$ cat config.mk
export PLATFORM = sky130hd
export DESIGN_NAME = uart_rx
export DESIGN_NICKNAME = d
export VERILOG_FILES = /design/src/rtl/uart_pkg.sv /design/src/rtl/sync_2ff.sv /design/src/rtl/uart_rx.sv
export SDC_FILE = /design/constraint.sdc
export NUM_CORES = 1
export LEC_CHECK = 0
export ABC_AREA = 1
export CAP_MARGIN = 0
export CORE_UTILIZATION = 45
export CTS_CLUSTER_SIZE = 16
export DETAILED_ROUTE_END_ITERATION = 16
export PLACE_DENSITY = 0.75
export SYNTH_ARGS = -nofsm -noshare
export SYNTH_HDL_FRONTEND = slang
export SYNTH_HIERARCHICAL = 1
export SYNTH_SLANG_ARGS = --single-unit
$ cat constraint.sdc
create_clock -name i_clk -period 4.7 [get_ports i_clk]
set_clock_uncertainty 0.15 [all_clocks]
set_input_delay 0.94 -clock i_clk [delete_from_list [all_inputs] [get_ports i_clk]]
set_output_delay 0.94 -clock i_clk [all_outputs]
set_load 0.01 [all_outputs]
$ cat src/rtl/uart_pkg.sv
// Shared UART definitions: receiver/transmitter state encoding and default frame parameters.
package uart_pkg;

    localparam logic [1:0] ST_IDLE  = 2'd0;
    localparam logic [1:0] ST_START = 2'd1;
    localparam logic [1:0] ST_DATA  = 2'd2;
    localparam logic [1:0] ST_STOP  = 2'd3;

    typedef enum logic [1:0] {
        IDLE  = ST_IDLE,
        START = ST_START,
        DATA  = ST_DATA,
        STOP  = ST_STOP
    } uart_state_t;

    localparam int DEF_NB_DATA    = 8;
    localparam int DEF_SB_TICK    = 16;
    localparam int DEF_OVERSAMPLE = 16;

    function automatic int max_int(input int a, input int b);
        return (a > b) ? a : b;
    endfunction

endpackage

$ cat src/rtl/sync_2ff.sv
// Two-flop synchronizer for a single asynchronous bit; reset value is a parameter.
module sync_2ff #(
    parameter logic RESET_VAL = 1'b0
) (
    input  logic i_clk,
    input  logic i_reset,
    input  logic i_d,
    output logic o_q
);

    logic meta;

    always_ff @(posedge i_clk or posedge i_reset) begin
        if (i_reset) begin
            meta <= RESET_VAL;
            o_q  <= RESET_VAL;
        end else begin
            meta <= i_d;
            o_q  <= meta;
        end
    end

endmodule

$ cat src/rtl/uart_rx.sv
// Oversampling UART receiver: detects a start edge, samples each bit at its centre,
// and reports the received word with a one-cycle done pulse and a stop-bit error flag.
module uart_rx
    import uart_pkg::*;
#(
    parameter int NB_DATA    = DEF_NB_DATA,
    parameter int SB_TICK    = DEF_SB_TICK,
    parameter int OVERSAMPLE = DEF_OVERSAMPLE
) (
    input  logic               i_clk,
    input  logic               i_reset,
    input  logic               i_rx,
    input  logic               i_tick,
    output logic [NB_DATA-1:0] o_data,
    output logic               o_rx_done,
    output logic               o_frame_err
);

    localparam int TICK_W = $clog2(max_int(OVERSAMPLE, SB_TICK));
    localparam int BIT_W  = (NB_DATA > 1) ? $clog2(NB_DATA) : 1;

    localparam logic [TICK_W-1:0] HALF_LAST = TICK_W'(OVERSAMPLE/2 - 1);
    localparam logic [TICK_W-1:0] BIT_LAST  = TICK_W'(OVERSAMPLE - 1);
    localparam logic [TICK_W-1:0] STOP_LAST = TICK_W'(SB_TICK - 1);
    localparam logic [BIT_W-1:0]  IDX_LAST  = BIT_W'(NB_DATA - 1);

    logic               rx_s;
    uart_state_t        state;
    logic [TICK_W-1:0]  tick_cnt;
    logic [BIT_W-1:0]   bit_idx;
    logic [NB_DATA-1:0] shreg;

    // Idle-high line: reset the synchronizer to 1 so reset release never looks like a start edge.
    sync_2ff #(
        .RESET_VAL (1'b1)
    ) u_sync (
        .i_clk   (i_clk),
        .i_reset (i_reset),
        .i_d     (i_rx),
        .o_q     (rx_s)
    );

    always_ff @(posedge i_clk or posedge i_reset) begin
        if (i_reset) begin
            state       <= IDLE;
            tick_cnt    <= '0;
            bit_idx     <= '0;
            shreg       <= '0;
            o_data      <= '0;
            o_rx_done   <= 1'b0;
            o_frame_err <= 1'b0;
        end else begin
            o_rx_done <= 1'b0;
            case (state)
                IDLE: begin
                    tick_cnt <= '0;
                    if (!rx_s)
                        state <= START;
                end
                START: begin
                    if (i_tick) begin
                        if (tick_cnt == HALF_LAST) begin
                            // Line back high at mid-start means it was only a glitch.
                            if (!rx_s) begin
                                state    <= DATA;
                                tick_cnt <= '0;
                                bit_idx  <= '0;
                            end else begin
                                state <= IDLE;
                            end
                        end else begin
                            tick_cnt <= tick_cnt + 1'b1;
                        end
                    end
                end
                DATA: begin
                    if (i_tick) begin
                        if (tick_cnt == BIT_LAST) begin
                            tick_cnt <= '0;
                            shreg    <= {rx_s, shreg[NB_DATA-1:1]};
                            if (bit_idx == IDX_LAST)
                                state <= STOP;
                            else
                                bit_idx <= bit_idx + 1'b1;
                        end else begin
                            tick_cnt <= tick_cnt + 1'b1;
                        end
                    end
                end
                STOP: begin
                    if (i_tick) begin
                        if (tick_cnt == STOP_LAST) begin
                            state       <= IDLE;
                            o_data      <= shreg;
                            o_frame_err <= ~rx_s;
                            o_rx_done   <= 1'b1;
                        end else begin
                            tick_cnt <= tick_cnt + 1'b1;
                        end
                    end
                end
                default: state <= IDLE;
            endcase
        end
    end

endmodule

==> results by group, run 1 <==
Power and ir drop
  – Post-layout power: 0.640 mW
  – Static Leak: 0.806 nW
  – VDD IR max: 0.243 mV
  – PwrDens: 397 nW/µm²

Routing
  – Initial DRC Count: 31
  – Vias/cell: 4.69
  – Final wirelength: 2440 µm
  – Antenna Nets Post-Route: 0
  – DRC viols: 0
  – Initial DRT Pass Iterations: 4
  – Wire per inst: 11.0 µm
  – Via total after detailed routing: 1,036

Timing
  – Period utilization: 49.7%
  – FMAX: 0.428 GHz
  – Slew Viols, Final: 0
  – Unrepaired setup endpoints after global routing: no
  – Hold Fails Final Rpt: 0
  – TNS Setup: 0 ns
  – Slew Limit Headroom: 32.9%
  – Worst Hold Slack: 0.215 ns
  – Slew @ Worst Pin: 1.01 ns
  – Final setup margin: 2.37 ns
  – Final setup fails: 0
  – Minimum clock period: 2.33 ns

Floorplanning
  – Die Span Y: 58.1 µm
  – Rows: 19
  – I/O pin count: 14
  – Initial Util: 49.2%
  – Core area: 2880 µm²
  – DIE WIDTH: 58.1 µm
  – DIE AREA: 3370 µm²

Yosys
  – Synth Area in Compound Gates: 10.3%
  – Syn avg cell area: 8.74 µm²
  – Register bit total from synthesis: 29
  – Synthesized Nets: 169
  – Synthesized area: 1420 µm²
  – Post-Synth Adder-Cell Area: 2.65%
  – Post-synthesis mux area share: 0%
  – Distinct cells, synth: 22
  – Post-synthesis xor/xnor area fraction: 1.24%
  – Largest family of logic cells by synthesized area: simple AND/OR/NAND/NOR gates
  – Post-synthesis simple-gate area fraction: 25.3%
  – Seq/Total Area, Yosys: 51.5%
  – Synth warn: 6
  – Cells after Synth: 162

Job
  – Maxcap violations: 0

Critical path
  – Critical Path RT: 3.61 ns
  – Depth of the most critical reg-to-reg path: 6
  – Worst Path Max Fanout: 2
  – Crit path DAT: 1.24 ns
  – Critical path depth: 1
  – CP Capture Type: output port
  – Critical path, cell by cell: clkdlybuf4s50_1
  – Slowest stage delay, CP: 0.55 ns
  – CP startpoint kind: register
  – Setup CP Type: reg2out
  – WP buf/inv: 1
  – Max stage delay cell, worst path: clkdlybuf4s50_1
  – Delay-heaviest family, CP: buffers and inverters

Finish
  – Final nets: 185
  – Ratio of cells with drive above 1 in the final layout: 16.2%
  – Fill count: 272
  – Area Overhead vs Synth: 13.9%
  – Final Cell Area: 1610 µm²
  – Ant. Diodes: 0

CTS
  – Clock tree buffer depth: 2
  – Clock Tree Root: clkbuf_4
  – # resized after CTS: 0
  – Setup repair bufs after CTS: 0
  – CTS Hold Bufs: 0
  – CTS tree: yes
  – Total CTS buffers: 5
  – Clk sink count: 29
  – H-tree Lvls: 2
  – CTS clk-pin slew, worst paths: 0.09 ns
  – Worst-Skew Late Latency: 0.33 ns

Status
  – Status: complete, no violations

Worst hold path
  – Hold depth: 0
  – Tightest Hold Check Type: reg2reg

Global route
  – Number of global-route vias before repair: 1,047
  – GRT Overall Usage: 17.9%
  – Largest net degree at the start of global routing: 28
  – Initial antenna violation count: 0
  – Global route overflow: 0
  – First-pass GRT wire length: 4360 µm

Place
  – Gpl congestion: 0.894
  – Placed instance area: 1560 µm²
  – Hpwl dp: 1750 µm
  – Buffers added on ports: 13
  – Worst slack, placed: 2.12 ns
-- routing by layer --
layer | global-route usage (%) | vias up | wire [µm]
li1 | - | 534 | -
met1 | 19.8 | 480 | 1160
met2 | 28.4 | 15 | 1130
met3 | 7.37 | 7 | 95
met4 | 11.2 | 0 | 58
met5 | 0 | - | 0
-- logic make-up after synthesis --
group,after synthesis
AND/OR/NAND/NOR,79
flip-flops,29
adder cells (fa/ha/maj),3
buffers and inverters,28
AO/OA/AOI/OAI,21
XOR/XNOR,2
-- synthesized netlist by cell type --
master    instances  share of area [%]
inv_1            22                5.8
dfrtp_1          27                 48
nand2_1          49                 13
nand4_1           1               0.44
nor2_1           11                2.9
nor2_2            2               0.88
xor2_1            1               0.62
inv_2             2               0.53
nand3_4           1                1.2
buf_6             2                1.6
buf_4             2                1.1
nand2_2           2               0.88
nand3_1          10                3.5
dfstp_2           2                3.7
o21ai_2          11                6.8
o21ai_0           8                2.8
nor3_4            1                1.1
ha_1              3                2.7
nand3b_1          1               0.53
nand3_2           1               0.71
a21oi_1           2               0.71
xnor2_1           1               0.62
-- report_power, final --
part           switching, mW  leakage [nW]  internal [mW]
combinational          0.117         0.400         0.0600
sequential            0.0390         0.374          0.278
clock                 0.0896        0.0320         0.0568
-- area by class of cell --
type / instances / area (µm²) / share of cell area (%)
clock inverters: 2 / 10.0 / 0.621
clock buffers: 6 / 41.3 / 2.56
multi-input cells: 105 / 559 / 34.7
well taps: 42 / 52.6 / 3.26
flip-flops and latches: 29 / 728 / 45.2
repair buffers: 13 / 130 / 8.07
inverters: 24 / 90.1 / 5.59
-- worst paths after layout --
path | from | end | slack (ns)
worst min-delay path | u_sync/meta$_DFF_PP1_ | u_sync/o_q$_DFF_PP1_ | 0.21
worst min register to register | u_sync/meta$_DFF_PP1_ | u_sync/o_q$_DFF_PP1_ | 0.21
max in group asynchronous | i_reset | asynchronous set/reset pin | 2.78
min in group asynchronous | i_reset | u_sync/o_q$_DFF_PP1_ | 0.81
worst max register to register | tick_cnt[0]$_DFFE_PP0P_ | o_data[7]$_DFFE_PP0P_ | 2.85
worst max-delay path | o_data[3]$_DFFE_PP0P_ | o_data[3] | 2.37
-- through the flow --
step | utilization [%] | cells
5_1_grt | 56.0 | 221
4_1_cts | 56.0 | 221
3_3_place_gp | 54.2 | 213
6_report | 56.0 | 221
2_1_floorplan | - | 162
3_5_place_dp | 54.2 | 213
-- state kept, by name, indices dropped and copies added, names as in the netlist, named ones only --
register and cells:
o_data 8, shreg 8, tick_cnt 4, bit_idx 3, o_frame_err 1, o_rx_done 1
state 1, u_sync/meta 1, u_sync/o_q 1
-- placed cells by master, fill, tap and decap left out --
cell	synthesis	final
nand3_1	10	10
o21ai_0	8	8
clkbuf_1	0	1
clkinv_2	0	2
clkbuf_4	0	5
ha_1	3	3
nor2_1	11	11
inv_2	2	2
inv_1	22	22
nand2_1	49	49
a21oi_1	2	2
nand3b_1	1	1
nand3_4	1	1
xnor2_1	1	1
nor2_2	2	2
o21ai_2	11	11
xor2_1	1	1
nand2_2	2	2
dfstp_2	2	2
dfrtp_1	27	27
clkdlybuf4s50_1	0	13
nor3_4	1	1
nand4_1	1	1
nand3_2	1	1
No activity file was read; power rests on OpenSTA's default activity.
==> inputs of run 2 (changes only) <==
clock period = 2.4 ns   (was 4.7 ns; I/O delays follow)
==> results by group, run 2 (synthesized netlist as in run 1, its figures left out) <==
CTS
  – CTS Hold Bufs: 0 (unchanged)
  – Clock tree buffer depth: 2 (unchanged)
  – H-tree Lvls: 2 (unchanged)
  – CTS tree: yes
  – Clk sink count: 29 (unchanged)
  – Clock Tree Root: clkbuf_4
  – CTS clk-pin slew, worst paths: 0.09 ns (about the same)
  – Worst-Skew Late Latency: 0.33 ns (about the same)
  – Setup repair bufs after CTS: 0 (unchanged)
  – # resized after CTS: 0 (unchanged)
  – Total CTS buffers: 5 (unchanged)

Critical path
  – Reg2reg start: tick_cnt[0]$_DFFE_PP0P_
  – Crit path DAT: 1.94 ns (+0.70 ns)
  – Depth of the most critical reg-to-reg path: 6 (unchanged)
  – Critical Path Sink: o_data[4]$_DFFE_PP0P_
  – CP most frequent cell: nand2_1
  – Setup CP Type: reg2reg
  – Worst Path Max Fanout: 19 (+17)
  – WP buf/inv: 0 (-1)
  – Slowest stage delay, CP: 0.41 ns (-0.14 ns)
  – CP startpoint kind: register
  – Max stage delay cell, worst path: dfrtp_1
  – CP Launch Point: tick_cnt[0]$_DFFE_PP0P_
  – Critical Path RT: 2.47 ns (-1.14 ns)
  – Critical path depth: 6 (+5)
  – Worst R2R End: o_data[4]$_DFFE_PP0P_
  – Delay-heaviest family, CP: simple AND/OR/NAND/NOR gates
  – CP Capture Type: register
  – Critical path, cell by cell: ha_1, nand2_1, nor2_1, nand3_2, nand2_1, o21ai_2
  – R2R Setup Slk: 0.53 ns (-2.32 ns)

Finish
  – Top Registers: o_data: 8 flops, shreg: 8 flops, tick_cnt: 4 flops
  – Ratio of cells with drive above 1 in the final layout: 18.1% (+1.9 points)
  – Final nets: 188 (+1.6%)
  – Cell Count, Final, Fillers Out: 224 (+1.4%)
  – Ant. Diodes: 0 (unchanged)
  – Area Overhead vs Synth: 15.7%
  – Most common cell after layout, fill and taps aside: nand2_1
  – Most frequent cells in the layout: nand2_1, dfrtp_1, inv_1

Timing
  – Hold Fails Final Rpt: 0 (unchanged)
  – Minimum clock period: 1.87 ns
  – Worst Hold Slack: 0.210 ns (-0.00436 ns)
  – FMAX: 0.534 GHz
  – Slew @ Worst Pin: 0.484 ns (-0.521 ns)
  – TNS Setup: 0 ns (unchanged)
  – Slew Limit Headroom: 67.7% (+35 points)
  – Slew Viols, Final: 0 (unchanged)
  – Final setup fails: 0 (unchanged)
  – Final setup margin: 0.529 ns (-1.84 ns)
  – Unrepaired setup endpoints after global routing: no
  – Period utilization: 78.0%

Routing
  – Via total after detailed routing: 1,058 (+2.1%)
  – Antenna Nets Post-Route: 0 (unchanged)
  – Final wirelength: 2520 µm (+3.3%)
  – DRC viols: 0 (unchanged)
  – Initial DRT Pass Iterations: 4 (unchanged)
  – Wire per inst: 11.3 µm (+1.9%)
  – Initial DRC Count: 40 (+29%)
  – Vias/cell: 4.72 (+0.76%)

Power and ir drop
  – Static Leak: 0.819 nW (+1.7%)
  – PwrDens: 767 nW/µm² (+93%)
  – Post-layout power: 1.26 mW (+96%)
  – VDD IR max: 0.303 mV (+25%)

Global route
  – Largest net degree at the start of global routing: 28 (unchanged)
  – Initial antenna violation count: 0 (unchanged)
  – GRT Overall Usage: 18.5% (+0.65 points)
  – First-pass GRT wire length: 4600 µm (+5.6%)
  – Number of global-route vias before repair: 1,066 (+1.8%)
  – Global route overflow: 0 (unchanged)

Floorplanning
  – DIE WIDTH: 58.1 µm (unchanged)
  – Initial Util: 49.2% (unchanged)
  – I/O pin count: 14 (unchanged)
  – DIE AREA: 3370 µm² (unchanged)
  – Rows: 19 (unchanged)
  – Die Span Y: 58.1 µm (unchanged)
  – Core area: 2880 µm² (unchanged)

Worst hold path
  – Tightest Hold Check Type: reg2reg

Place
  – Gpl congestion: 0.827 (-7.4%)
  – Placed cells: 216 (+1.4%)
  – Buffers added on ports: 13 (unchanged)
  – Hpwl dp: 1820 µm (+4.1%)
  – Worst slack, placed: 0.324 ns (-1.79 ns)

Job
  – Maxcap violations: 0 (unchanged)

Status
  – Status: complete, no violations
==> run 2: how the worst min path moves through the flow <==
stage	from	endpoint	slack, ns	depth (start not counted)
2_1_floorplan	u_sync/meta$_DFF_PP1_	u_sync/o_q$_DFF_PP1_	0.20	0
3_3_place_gp	u_sync/meta$_DFF_PP1_	u_sync/o_q$_DFF_PP1_	0.20	0
3_5_place_dp	u_sync/meta$_DFF_PP1_	u_sync/o_q$_DFF_PP1_	0.20	0
4_1_cts	u_sync/meta$_DFF_PP1_	u_sync/o_q$_DFF_PP1_	0.21	0
5_1_grt	u_sync/meta$_DFF_PP1_	u_sync/o_q$_DFF_PP1_	0.22	0
6_report	u_sync/meta$_DFF_PP1_	u_sync/o_q$_DFF_PP1_	0.21	0
==> run 2: metal layers <==
metal	global-route usage (%)	share of wire [%]
met1	22.1	44
met2	29.9	49
met3	6.47	4.7
met4	8.84	2.1
met5	0	0
==> run 2: where the power goes <==
group          internal (mW)  total (mW)  switching, mW
registers              0.544       0.620         0.0763
clock network          0.110       0.288          0.177
logic                  0.118       0.349          0.232
==> run 2: stage by stage <==
stage | instance area, µm² | utilization, %
global route | 1640 | 56.9
finish | 1640 | 56.9
floorplan | 1420 | -
detailed placement | 1580 | 55.0
global placement | 1580 | 55.0
CTS | 1640 | 56.9
==> run 2: layout make-up <==
class / count / area (µm²)
Clock buffer: 5 / 37.5
Clock inverter: 3 / 17.5
Fill cell: 262 / 1240
Inverter: 24 / 90.1
Multi-Input combinational cell: 105 / 559
Sequential cell: 29 / 728
Tap cell: 42 / 52.6
Timing Repair Buffer: 16 / 153
